[src/rtl/bcd_pkg.sv]
// Shared constants and state encoding for the bin_to_bcd8 converter.
package bcd_pkg;

  typedef logic [1:0] state_t;

  localparam state_t ST_IDLE = 2'd0;
  localparam state_t ST_CONV = 2'd1;
  localparam state_t ST_DONE = 2'd2;

  localparam logic [31:0] MAX_UNSIGNED = 32'd99_999_999;
  localparam logic [31:0] MAX_NEG      = 32'd9_999_999;

  localparam logic [3:0] DIG_DASH = 4'hC;
  localparam logic [3:0] DIG_ERR  = 4'hE;

endpackage

[src/rtl/bcd_add3.sv]
// Double-dabble correction cell: a BCD nibble of 5 or more gets +3 before the shift.
module bcd_add3 (
  input  logic [3:0] i_d,
  output logic [3:0] o_d
);

  assign o_d = (i_d >= 4'd5) ? i_d + 4'd3 : i_d;

endmodule

[src/rtl/bin_to_bcd8.sv]
// Sequential binary-to-BCD converter (double dabble, one bit per clock) driving
// eight display digits. Define BCD_SIGN_EN to treat Bin as two's complement.
module bin_to_bcd8
  import bcd_pkg::*;
#(
  parameter int BIN_W = 27
) (
  input  logic             Clk,
  input  logic             Rst_n,
  input  logic             Start,
  input  logic [BIN_W-1:0] Bin,
  output logic             Busy,
  output logic             Done,
  output logic             Ovf,
  output logic [3:0]       Digital1,
  output logic [3:0]       Digital2,
  output logic [3:0]       Digital3,
  output logic [3:0]       Digital4,
  output logic [3:0]       Digital5,
  output logic [3:0]       Digital6,
  output logic [3:0]       Digital7,
  output logic [3:0]       Digital8
);

  localparam int CNT_W = $clog2(BIN_W + 1);

  state_t           r_state;
  logic [BIN_W-1:0] r_sh;
  logic [31:0]      r_shadow;
  logic [CNT_W-1:0] r_cnt;
  logic             r_neg;
  logic             r_ovf_pend;
  logic             r_done;
  logic             r_ovf;
  logic [31:0]      r_dig;

  logic [BIN_W:0]   w_mag;
  logic             w_neg;
  logic [31:0]      w_limit;
  logic             w_ovf;
  logic [31:0]      w_adj;

  // NOTE: every signal written in always_comb gets a default first, so no path
  // leaves it unassigned and no latch is inferred.
  always_comb begin
    w_neg = 1'b0;
    w_mag = {1'b0, Bin};
`ifdef BCD_SIGN_EN
    // One extra bit keeps the magnitude of the most-negative input representable.
    w_neg = Bin[BIN_W-1];
    if (w_neg) w_mag = -{Bin[BIN_W-1], Bin};
`endif
    w_limit = w_neg ? MAX_NEG : MAX_UNSIGNED;
    w_ovf   = 32'(w_mag) > w_limit;
  end

  for (genvar g = 0; g < 8; g++) begin : g_add3
    bcd_add3 u_add3 (
      .i_d (r_shadow[4*g +: 4]),
      .o_d (w_adj[4*g +: 4])
    );
  end

  // NOTE: sequential state uses non-blocking assignments so every register
  // samples the pre-edge values of the others, independent of statement order.
  always_ff @(posedge Clk or negedge Rst_n) begin
    if (!Rst_n) begin
      r_state    <= ST_IDLE;
      r_sh       <= '0;
      r_shadow   <= '0;
      r_cnt      <= '0;
      r_neg      <= 1'b0;
      r_ovf_pend <= 1'b0;
      r_done     <= 1'b0;
      r_ovf      <= 1'b0;
      r_dig      <= '0;
    end else begin
      r_done <= 1'b0;
      case (r_state)
        ST_IDLE: begin
          if (Start) begin
            r_sh       <= w_mag[BIN_W-1:0];
            r_shadow   <= '0;
            r_cnt      <= '0;
            r_neg      <= w_neg;
            r_ovf_pend <= w_ovf;
            r_state    <= w_ovf ? ST_DONE : ST_CONV;
          end
        end
        ST_CONV: begin
          r_shadow <= {w_adj[30:0], r_sh[BIN_W-1]};
          r_sh     <= r_sh << 1;
          r_cnt    <= r_cnt + 1'b1;
          if (r_cnt == CNT_W'(BIN_W - 1)) r_state <= ST_DONE;
        end
        ST_DONE: begin
          if (r_ovf_pend)  r_dig <= {8{DIG_ERR}};
          else if (r_neg)  r_dig <= {DIG_DASH, r_shadow[27:0]};
          else             r_dig <= r_shadow;
          r_ovf   <= r_ovf_pend;
          r_done  <= 1'b1;
          r_state <= ST_IDLE;
        end
        default: r_state <= ST_IDLE;
      endcase
    end
  end

  assign Busy     = (r_state != ST_IDLE);
  assign Done     = r_done;
  assign Ovf      = r_ovf;
  assign Digital1 = r_dig[3:0];
  assign Digital2 = r_dig[7:4];
  assign Digital3 = r_dig[11:8];
  assign Digital4 = r_dig[15:12];
  assign Digital5 = r_dig[19:16];
  assign Digital6 = r_dig[23:20];
  assign Digital7 = r_dig[27:24];
  assign Digital8 = r_dig[31:28];

endmodule

[config.mk]
export PLATFORM = sky130hd
export DESIGN_NAME = bin_to_bcd8
export DESIGN_NICKNAME = d
export VERILOG_FILES = /design/src/rtl/bcd_pkg.sv /design/src/rtl/bcd_add3.sv /design/src/rtl/bin_to_bcd8.sv
export SDC_FILE = /design/constraint.sdc
export NUM_CORES = 1
export LEC_CHECK = 0
export ABC_AREA = 1
export CAP_MARGIN = 20
export CELL_PAD_IN_SITES_DETAIL_PLACEMENT = 1
export CELL_PAD_IN_SITES_GLOBAL_PLACEMENT = 1
export CORE_UTILIZATION = 40
export DETAILED_ROUTE_END_ITERATION = 6
export PLACE_DENSITY_LB_ADDON = 0.25
export SLEW_MARGIN = 20
export SYNTH_ARGS = -nofsm -noshare
export SYNTH_HDL_FRONTEND = slang
export SYNTH_SLANG_ARGS = --single-unit
export TNS_END_PERCENT = 100
[constraint.sdc]
create_clock -name Clk -period 1.6 [get_ports Clk]
set_input_delay 0.16 -clock Clk [delete_from_list [all_inputs] [get_ports Clk]]
set_output_delay 0.16 -clock Clk [all_outputs]
set_load 0.05 [all_outputs]
==> flow_summary_export.csv <==
group,metric,value,unit
outcome,status,"complete, no violations",
yosys,synth-xor-area-share,0.01300,
yosys,synth-adder-area-share,0.04776,
grt,grt_usage,0.2106,
grt,overflow,0,
pwr,p_leak,2.669,nW
setup_path,criticalPathCategory,"reg2reg",
grt,grt_max_degree,102,
setup_path,setup.worst_path.start,"r_shadow[17]",
layout,syn2layout_area_growth,24.91,%
sta,slew_viol_final,0,
floorplanning,start_util,0.4112,
layout,nets,654,
sta,finalSetupTns,0,ns
clocking,cts_root_buf,"clkbuf_16",
place,hpwl,8.421,mm
setup_path,crit_required,1.82,ns
grt,grt_pass1_wl,20.69,mm
detailed_routing,drtPass1Iterations,4,
floorplanning,chipHeight,110.6,um
detailed_routing,routedWlPerCell,16.31,um
yosys,syn_area_per_cell,8.965,sq um
pwr,peakVddDrop,1256,uV
grt,antenna_found_initial,0,
floorplanning,die_area,12230,sq um
setup_path,critPathLaunchType,"register",
clocking,insertion_delay,0.34,ns
yosys,synth_compound_gate_area_share,0.1743,
flow_run,cap_violations,0,
yosys,synth_area_leader_cell,"dfrtp_1",
yosys,muxShareOfSynthArea,0.002123,
place,gp_congestion,0.8284,
floorplanning,boundaryPins,65,
place,placedCellCount,731,
sta,tightest_slew,0.5967,ns
detailed_routing,wirelength,12.30,mm
clocking,clockBufferDepth,2,
detailed_routing,drcViolationCount,0,
sta,min_period_over_period,0.9318,
clocking,clkTransAtPathRegs,0.07,ns
layout,diodes,0,
yosys,synth_warnings,0,
layout,final_cell_area,5891,sq um
place,placement.io_buffers,64,
yosys,synth_seq_area_share,0.5360,
sta,fmax,670.8,MHz
layout,stdcell_count,754,
layout,drive_gt1_frac,0.1506,
layout,regArea,2529,sq um
yosys,synth_top_area_frac,0.5360,
clocking,cts.sinks,101,
detailed_routing,vias_per_cell,5.225,
setup_path,arrival,1.71,ns
clocking,numCtsBuffers,9,
floorplanning,core.rowCount,39,
clocking,cts_max_level,3,
grt,grt_pass1_vias,4134,
detailed_routing,ant_nets,0,
pwr,power_density,1973,nW/um^2
yosys,syn_nets,574,
yosys,ys_seq_elements,101,
yosys,synth_area,4716,sq um
sta,finalClockSkew,0.006267,ns
yosys,yosys.area_share.simple,0.1528,
floorplanning,die_w,110.6,um
place,placed_area,5503,sq um
yosys,yosys-top-cells-area,"dfrtp_1 54%, nor2_1 8.4%, a21oi_1 5.0%, o21ai_0 5.0%, ha_1 4.8%",
sta,setup_viol,0,
sta,hold_violations,0,
layout,multi_input_area,1862,sq um
clocking,tritoncts,"yes",
floorplanning,coreArea,11470,sq um
setup_path,critPathCaptureType,"register",
sta,period_needed,1.491,ns
layout,n_fill_cell,1338,
detailed_routing,vias,3940,
yosys,synth_top_family_by_area,"compound AO/OA/AOI/OAI gates",
detailed_routing,drtIter0Drc,150,
setup_path,timing.rr.start,"r_shadow[17]",
yosys,synth_cell_type_count,29,
sta,relSlewSlack,0.6022,
setup_path,cp_max_fo,5,
hold_path,hold_path.class,"in2async",
yosys,synthCells,526,
## power by group
group / switching (mW) / leakage [nW] / internal (mW)
registers: 0.561 / 1.25 / 3.43
clock network: 0.932 / 0.147 / 1.37
logic: 3.59 / 1.28 / 1.74
## cell families (layout without fill, tap and decap cells)
logic type / Yosys count / after routing
buffers and inverters: 77 / 162
AO/OA/AOI/OAI: 147 / 147
XOR/XNOR: 7 / 7
multiplexers: 1 / 1
AND/OR/NAND/NOR: 175 / 175
flip-flops: 101 / 101
adder cells (fa/ha/maj): 18 / 18
## worst max-delay path, cell delays in order (launching register included)
cell and delay, ns:
dfrtp_1 0.37, inv_1 0.10, ha_2 0.19, or2_2 0.34, nand2_4 0.10, a21oi_1 0.08
o21ai_0 0.08, o21ai_0 0.11
## timing repair
| item | CTS | global route |
|---|---|---|
| buffers inserted | 0 | 6 |
| endpoints found under the setup margin | 1 | 13 |
| resized for setup | 1 | 15 |
| hold endpoints to repair | 101 | 0 |
| hold buffers | 1 | 0 |
## synthesized netlist by cell type
library cell / number
nor3_1: 1
a31oi_1: 2
clkbuf_1: 2
nor2_4: 2
o22ai_1: 33
buf_4: 5
nor2_1: 105
a21oi_1: 47
o211ai_1: 1
xor2_1: 7
o21ai_0: 47
a221oi_2: 1
nand3_1: 9
nand2_4: 2
inv_2: 3
buf_2: 7
ha_1: 18
buf_6: 4
nand4_1: 1
nand2_1: 53
inv_4: 1
o21ai_1: 8
dfrtp_1: 101
nor2_8: 1
mux2i_1: 1
a22o_1: 1
inv_1: 55
or2_2: 1
o32ai_1: 7
## metrics by stage
step                      utilization  hold slack, ns  setup slack, ns  power [mW]
after floorplan                     -         -0.1356           0.2231       7.559
after global placement         0.4799          0.2707           0.1039       9.089
after detailed placement       0.4799          0.2778         -0.02251       9.334
after CTS                      0.5077          0.3714          0.03022       11.68
after global routing           0.5137          0.3946         -0.01759       12.38
final                          0.5137          0.3779           0.1092       11.62
## sequential cells by signal, indices dropped and copies added, names as in the netlist
signal and count:
r_sh 27, r_dig 32, Done 1, Ovf 1, r_cnt 5, r_ovf_pend 1
r_shadow 32, r_state 2
## cell usage in the layout, fill, tap and decap left out, types with 5 or more instances in the layout
| cell type | n |
|---|---|
| a21oi_1 | 46 |
| buf_12 | 5 |
| buf_4 | 53 |
| clkbuf_16 | 9 |
| clkdlybuf4s50_1 | 28 |
| dfrtp_1 | 100 |
| ha_1 | 17 |
| inv_1 | 52 |
| inv_2 | 6 |
| nand2_1 | 52 |
| nand3_1 | 9 |
| nor2_1 | 103 |
| o21ai_0 | 42 |
| o21ai_1 | 12 |
| o22ai_1 | 33 |
| o32ai_1 | 7 |
| xor2_1 | 7 |
## path summary, 6_finish.rpt
check,endpoint,slack (ns),cells past startpoint
setup / recovery,r_shadow[18],0.11,7
hold / removal,r_dig[15],0.38,3
setup reg to reg,r_shadow[18],0.11,7
hold reg to reg,r_dig[16],0.49,2
max in group asynchronous,r_state[0],0.70,3
min in group Clk,r_sh[8],0.38,3
## routing by layer
layer	vias to the layer above	wire length, um	share of wire	GRT usage
met5	-	0	0	0
met1	1950	5562	0.45	0.2764
li1	1902	-	-	-
met4	0	172	0.014	0.07733
met2	73	6208	0.50	0.3545
met3	15	352	0.029	0.02909
## cell type report
| class | count | share of cell area |
|---|---|---|
| clock inverter | 4 | 0.01232 |
| timing repair buffer | 87 | 0.1338 |
| clock buffer | 12 | 0.04014 |
| inverter | 59 | 0.03802 |
| sequential | 101 | 0.4293 |
| multi-input combinational | 348 | 0.3161 |
| tap | 143 | 0.03037 |
Power figures use the tool's default switching activity.
